## src/rtl/z_seq_sqcsa_if.sv

```systemverilog
// rtl/z_seq_sqcsa_if.sv - operand request / result handshake bundle for z_seq_sqcsa
interface z_seq_sqcsa_if #(
  parameter int K = 15
);
  localparam int N = K * (K + 3) / 2;

  logic         in_valid;
  logic         in_ready;
  logic [N-1:0] a;
  logic [N-1:0] b;
  logic         c_in;
  logic         sub;
  logic         out_valid;
  logic         out_ready;
  logic [N-1:0] sum;
  logic         c_out;
  logic         ovf;
  logic         busy;

  modport master (
    output in_valid, a, b, c_in, sub, out_ready,
    input  in_ready, out_valid, sum, c_out, ovf, busy
  );

  modport slave (
    input  in_valid, a, b, c_in, sub, out_ready,
    output in_ready, out_valid, sum, c_out, ovf, busy
  );
endinterface

```

## src/rtl/z_seq_sqcsa.sv

```systemverilog
// rtl/z_seq_sqcsa.sv - sequential square-root carry-select adder/subtractor, S stages per clock
module z_seq_sqcsa #(
  parameter int K = 15,
  parameter int S = 4
) (
  input logic          clk,
  input logic          rst_n,
  z_seq_sqcsa_if.slave bus
);
  localparam int N  = K * (K + 3) / 2;
  localparam int CW = $clog2(2 * K) + 1;
  localparam int SW = $clog2(K);
  localparam logic [CW-1:0] S_INC = CW'(S);
  localparam logic [CW-1:0] K_END = CW'(K);

  typedef enum logic [1:0] {IDLE, RUN, DONE} state_t;

  state_t        state;
  logic [CW-1:0] cnt;
  logic          carry;
  logic [N-1:0]  a_r;
  logic [N-1:0]  b_r;
  logic [N-1:0]  sum_r;
  logic          c_out_r;
  logic          ovf_r;
  logic          in_ready_r;
  logic          out_valid_r;
  logic          busy_r;

  // Per-stage results for both carry-ins, placed at the stage's bit position
  logic [N-1:0] p0   [K];
  logic [N-1:0] p1   [K];
  logic [N-1:0] mask [K];
  logic         c0   [K];
  logic         c1   [K];

  for (genvar j = 0; j < K; j++) begin : g_stage
    localparam int LO = j * (j + 3) / 2;
    localparam int W  = j + 2;
    logic [W:0] r0;
    logic [W:0] r1;
    assign r0      = {1'b0, a_r[LO +: W]} + {1'b0, b_r[LO +: W]};
    assign r1      = r0 + (W + 1)'(1);
    assign p0[j]   = N'(r0[W-1:0]) << LO;
    assign p1[j]   = N'(r1[W-1:0]) << LO;
    assign mask[j] = N'({W{1'b1}}) << LO;
    assign c0[j]   = r0[W];
    assign c1[j]   = r1[W];
  end

  logic [N-1:0] nxt_sum;
  logic         nxt_carry;
  logic         rc;
  logic         last_chunk;
  logic         msb_cin;

  // Running carry ripples through the stages of the current chunk only
  always_comb begin
    nxt_sum   = sum_r;
    nxt_carry = carry;
    rc        = carry;
    for (int j = 0; j < K; j++) begin
      if (CW'(j) >= cnt && CW'(j) < cnt + S_INC) begin
        nxt_sum   = (nxt_sum & ~mask[SW'(j)]) | (rc ? p1[SW'(j)] : p0[SW'(j)]);
        rc        = rc ? c1[SW'(j)] : c0[SW'(j)];
        nxt_carry = rc;
      end
    end
  end

  assign last_chunk = (cnt + S_INC >= K_END);
  assign msb_cin    = nxt_sum[N-1] ^ a_r[N-1] ^ b_r[N-1];

  always_ff @(posedge clk or negedge rst_n) begin
    if (!rst_n) begin
      state       <= IDLE;
      cnt         <= '0;
      carry       <= 1'b0;
      a_r         <= '0;
      b_r         <= '0;
      sum_r       <= '0;
      c_out_r     <= 1'b0;
      ovf_r       <= 1'b0;
      in_ready_r  <= 1'b1;
      out_valid_r <= 1'b0;
      busy_r      <= 1'b0;
    end else begin
      case (state)
        IDLE: begin
          if (bus.in_valid) begin
            a_r        <= bus.a;
            b_r        <= bus.sub ? ~bus.b : bus.b;
            carry      <= bus.sub ? 1'b1 : bus.c_in;
            cnt        <= '0;
            state      <= RUN;
            in_ready_r <= 1'b0;
            busy_r     <= 1'b1;
          end
        end
        RUN: begin
          sum_r <= nxt_sum;
          carry <= nxt_carry;
          cnt   <= cnt + S_INC;
          if (last_chunk) begin
            c_out_r     <= nxt_carry;
            ovf_r       <= msb_cin ^ nxt_carry;
            state       <= DONE;
            out_valid_r <= 1'b1;
          end
        end
        DONE: begin
          if (bus.out_ready) begin
            state       <= IDLE;
            out_valid_r <= 1'b0;
            busy_r      <= 1'b0;
            in_ready_r  <= 1'b1;
          end
        end
        default: state <= IDLE;
      endcase
    end
  end

  assign bus.in_ready  = in_ready_r;
  assign bus.out_valid = out_valid_r;
  assign bus.sum       = sum_r;
  assign bus.c_out     = c_out_r;
  assign bus.ovf       = ovf_r;
  assign bus.busy      = busy_r;
endmodule

```

## src/flat_wrapper.sv

```systemverilog
// flat-port wrapper written by rule: the top's interface ports become plain ports
module z_seq_sqcsa_flat 
#(
  parameter int K = 15,
  parameter int S = 4
)
  (clk, rst_n, bus_in_valid, bus_a, bus_b, bus_c_in, bus_sub, bus_out_ready, bus_in_ready, bus_out_valid, bus_sum, bus_c_out, bus_ovf, bus_busy);
  z_seq_sqcsa_if #(.K(K)) bus_i ();
  input logic clk;
  input logic rst_n;
  input wire logic [$bits(bus_i.in_valid)-1:0] bus_in_valid;
  input wire logic [$bits(bus_i.a)-1:0] bus_a;
  input wire logic [$bits(bus_i.b)-1:0] bus_b;
  input wire logic [$bits(bus_i.c_in)-1:0] bus_c_in;
  input wire logic [$bits(bus_i.sub)-1:0] bus_sub;
  input wire logic [$bits(bus_i.out_ready)-1:0] bus_out_ready;
  output wire logic [$bits(bus_i.in_ready)-1:0] bus_in_ready;
  output wire logic [$bits(bus_i.out_valid)-1:0] bus_out_valid;
  output wire logic [$bits(bus_i.sum)-1:0] bus_sum;
  output wire logic [$bits(bus_i.c_out)-1:0] bus_c_out;
  output wire logic [$bits(bus_i.ovf)-1:0] bus_ovf;
  output wire logic [$bits(bus_i.busy)-1:0] bus_busy;
  assign bus_i.in_valid = bus_in_valid;
  assign bus_i.a = bus_a;
  assign bus_i.b = bus_b;
  assign bus_i.c_in = bus_c_in;
  assign bus_i.sub = bus_sub;
  assign bus_i.out_ready = bus_out_ready;
  assign bus_in_ready = bus_i.in_ready;
  assign bus_out_valid = bus_i.out_valid;
  assign bus_sum = bus_i.sum;
  assign bus_c_out = bus_i.c_out;
  assign bus_ovf = bus_i.ovf;
  assign bus_busy = bus_i.busy;
  z_seq_sqcsa #(.K(K), .S(S)) u_core (.clk(clk), .rst_n(rst_n), .bus(bus_i));
endmodule
```

## config.mk

```make
export PLATFORM = sky130hd
export DESIGN_NAME = z_seq_sqcsa_flat
export DESIGN_NICKNAME = d
export VERILOG_FILES = /design/src/rtl/z_seq_sqcsa_if.sv /design/src/rtl/z_seq_sqcsa.sv /design/src/flat_wrapper.sv
export SDC_FILE = /design/constraint.sdc
export NUM_CORES = 1
export LEC_CHECK = 0
export CAP_MARGIN = 10
export CORE_MARGIN = 2
export CORE_UTILIZATION = 30
export DETAILED_ROUTE_END_ITERATION = 6
export PLACE_DENSITY = 0.68
export SLEW_MARGIN = 20
export SYNTH_ARGS = -nofsm -noshare
export SYNTH_HDL_FRONTEND = slang
export SYNTH_SLANG_ARGS = --single-unit
export TNS_END_PERCENT = 10
```

## constraint.sdc

```tcl
create_clock -name clk -period 3.55 [get_ports clk]
set_clock_uncertainty 0.15 [all_clocks]
set_input_delay 0.71 -clock clk [delete_from_list [all_inputs] [get_ports clk]]
set_output_delay 0.71 -clock clk [all_outputs]
set_load 0.1 [all_outputs]
```

==> out/qor.csv <==
stage,metric,value,unit
status,status,finished with violations,
status,violations,negative setup slack,
cts,insertion_delay,0.43,ns
route,post-route-drc-count,0,
sta,hold_viol,0,
cts,cts_max_path_buffers,2,
floorplan,io_pins,416,
cts,ctsHoldBuffers,0,
run,max_cap_viol_count,0,
route,postRouteAntennaNets,0,
yosys,avgSynthCellArea,9.580,µm²
setup_path,cp.arrival,4.43,ns
setup_path,r2r_cells,18,
sta,setup_viol_count_final,30,
sta,relSlewSlack,57.33,%
placed_design,gp_congestion,0.8052,
cells_and_area,layout.nets,1545,
route,drt_first_pass_iters,4,
yosys,synth_top_family_by_area,compound AO/OA/AOI/OAI gates,
setup_path,path_class,reg -> reg,
setup_path,required,3.76,ns
yosys,synth_flop_cell,dfrtp_1,
global_route,grtUsageMet1,18.16,%
yosys,synthTopCellsByCount,"dfrtp_1, buf_4, nand2_1",
placed_design,portBuffers,144,
cells_and_area,drive_above_1_share,22.17,%
global_route,grtUsageTotal,13.88,%
cells_and_area,fill_cells,2999,
setup_path,cp_max_fo,5,
cts,cts_tree,done,
yosys,synth_compound_area_share,13.94,%
global_route,grt_pass1_vias,7122,
yosys,synth_cell_types,71,
floorplan,die_h,180.7,µm
sta,final.setup.tns,-12.86,ns
yosys,ys_ff_latch,146,
floorplan,rows,64,
route,viasPerCell,4.478,
route,routed_wl,22380,µm
floorplan,dieArea,0.03266,mm²
yosys,ys_seq_area_share,39.01,%
yosys,synth_top_cell_by_area,dfrtp_1,
route,wire_per_inst,13.86,µm
yosys,synth_cells,978,
setup_path,reg2reg_slack,-0.68,ns
global_route,grt_first_pass_wirelength,36140,µm
cells_and_area,multi_input_area,0.005240,mm²
global_route,busiest_layer,met2,
global_route,use_met2,22.65,%
yosys,synth_enable_flop_cells,0,
yosys,synth_area,0.009369,mm²
cts,clkTransAtPathRegs,0.07,ns
cts,root_buffer,clkbuf_16,
route,vias,7232,
cts,numCtsBuffers,17,
floorplan,start_util,30.55,%
setup_path,r2r-end,u_core.bus.c_out,
yosys,synthSimpleGateAreaFrac,11.70,%
global_route,overflow,0,
setup_path,start_kind,flop,
sta,rsz0062_at_grt,yes,
yosys,synth-adder-area-share,9.188,%
sta,clock.fmax,236.7,MHz
floorplan,die_w,180.7,µm
route,drt_iter0_markers,269,
global_route,grt_max_degree,91,
sta,final.min_clock_period,4.225,ns
yosys,synth_warnings,0,
sta,worst_slack,-0.6752,ns
global_route,antenna_found_initial,2,
worst_hold_path,min-delay-path-class,in -> async,
yosys,muxShareOfSynthArea,5.996,%
sta,worstMarginPinSlew,0.6388,ns
cts,htree_levels,4,
yosys,synth.area.top_cells,"dfrtp_1, ha_1, buf_4",
global_route,use_met3,3.286,%
yosys,synth-xor-area-share,10.00,%
yosys,synth_top_area_share,38.73,%
setup_path,rr_startpoint,u_core.b_r[0],
cts,clock-sinks,146,
yosys,async_flop_share,100.0,%
sta,maxSlewViolCount,0,
sta,timing.final.crit_share,119.0,%
cells_and_area,layout.area.seq,0.003655,mm²
placed_design,post-dp-hpwl,17100,µm
floorplan,core_region_area,0.03067,mm²
yosys,yosysMostFrequentCell,dfrtp_1,
setup_path,worstSetupEndpointType,flop,
cells_and_area,area_growth,30.60,%
setup_path,crit_path_start,u_core.b_r[0],
metrics by stage:
stage               utilization [%]  cells  hold slack (ns)  worst slack [ns]  area (µm²)
floorplan                         -   1068           0.2644           -0.2591        9733
global placement              37.43   1578           0.3173           -0.7358       11480
detailed placement            37.43   1578           0.3239           -0.7898       11480
CTS                           39.61   1612          0.09430           -0.7348       12150
global route                  39.89   1614           0.1155           -0.8669       12230
finish                        39.89   1615          0.09714           -0.6752       12240
layer usage:
layer  up-vias  wire (µm)
li1       3613          -
met1      3386      10480
met2       207      10310
met3        26       1213
met4         0        379
met5         -          0
timing repair:
| action | 4_1_cts | 5_1_grt |
|---|---|---|
| setup endpoints to repair | 30 | 36 |
| pin swaps | 13 | 18 |
| endpoints found under the hold margin | 0 | 0 |
| resized for setup | 9 | 18 |
| setup buffers | 2 | 3 |
cell families after synthesis:
family / after synthesis
AO/OA/AOI/OAI: 206
XOR/XNOR: 107
adder cells (fa/ha/maj): 64
buffers and inverters: 161
flip-flops: 146
multiplexers: 51
other: 1
AND/OR/NAND/NOR: 242
worst max-delay path, stage by stage, from the launching register on:
cell       delay (ns)
dfrtp_1          0.36
ha_1             0.15
inv_1            0.05
fa_1             0.52
inv_1            0.05
ha_2             0.19
and3_4           0.16
o2111a_2         0.30
xor2_2           0.17
o211ai_1         0.28
o2111ai_4        0.21
o21ai_2          0.20
o2bb2ai_4        0.18
and2b_2          0.28
a31o_4           0.24
o31ai_4          0.29
nand3_2          0.14
buf_6            0.14
o21ai_2          0.11
registers in the layout, indices dropped and copies added (netlist names):
| name | cells |
|---|---|
| u_core.a_r | 45 |
| u_core.b_r | 45 |
| u_core.bus.sum | 44 |
| u_core.cnt | 4 |
| u_core.state | 2 |
| u_core.bus.busy | 1 |
| u_core.bus.c_out | 1 |
| u_core.bus.in_ready | 1 |
| u_core.bus.out_valid | 1 |
| u_core.bus.ovf | 1 |
| u_core.carry | 1 |
how the worst max path moves through the flow:
| stage | to | slack [ns] | cells past startpoint |
|---|---|---|---|
| after floorplan | u_core.bus.ovf | -0.26 | 17 |
| after global routing | u_core.bus.c_out | -0.87 | 18 |
| final | u_core.bus.c_out | -0.68 | 18 |
| after global placement | u_core.carry | -0.74 | 17 |
| after detailed placement | u_core.carry | -0.79 | 17 |
| after CTS | u_core.carry | -0.73 | 17 |
placed cells by master, fill, tap and decap left out, types with 10 or more instances in the layout:
cell / instances
nand3_1: 13
conb_1: 91
xor2_1: 28
mux2_2: 41
dfrtp_1: 145
clkdlybuf4s50_1: 93
o21ai_0: 57
inv_1: 37
buf_4: 140
xnor2_1: 73
nand2_1: 85
ha_1: 54
clkbuf_16: 17
nor2_1: 74
a21oi_1: 72
mux2i_1: 10
a21o_1: 15
nor3_1: 17
cell type report:
| type | count | area share [%] |
|---|---|---|
| antenna | 1 | 0.02045 |
| clock buffer | 17 | 3.477 |
| tap | 396 | 4.049 |
| multi-input combinational | 761 | 42.83 |
| inverter | 38 | 1.166 |
| sequential | 146 | 29.87 |
| timing repair buffer | 241 | 17.10 |
| clock inverter | 15 | 1.493 |
Power is not shown: default switching activity piles up to over one toggle a cycle in this logic, so the estimate is an artifact.
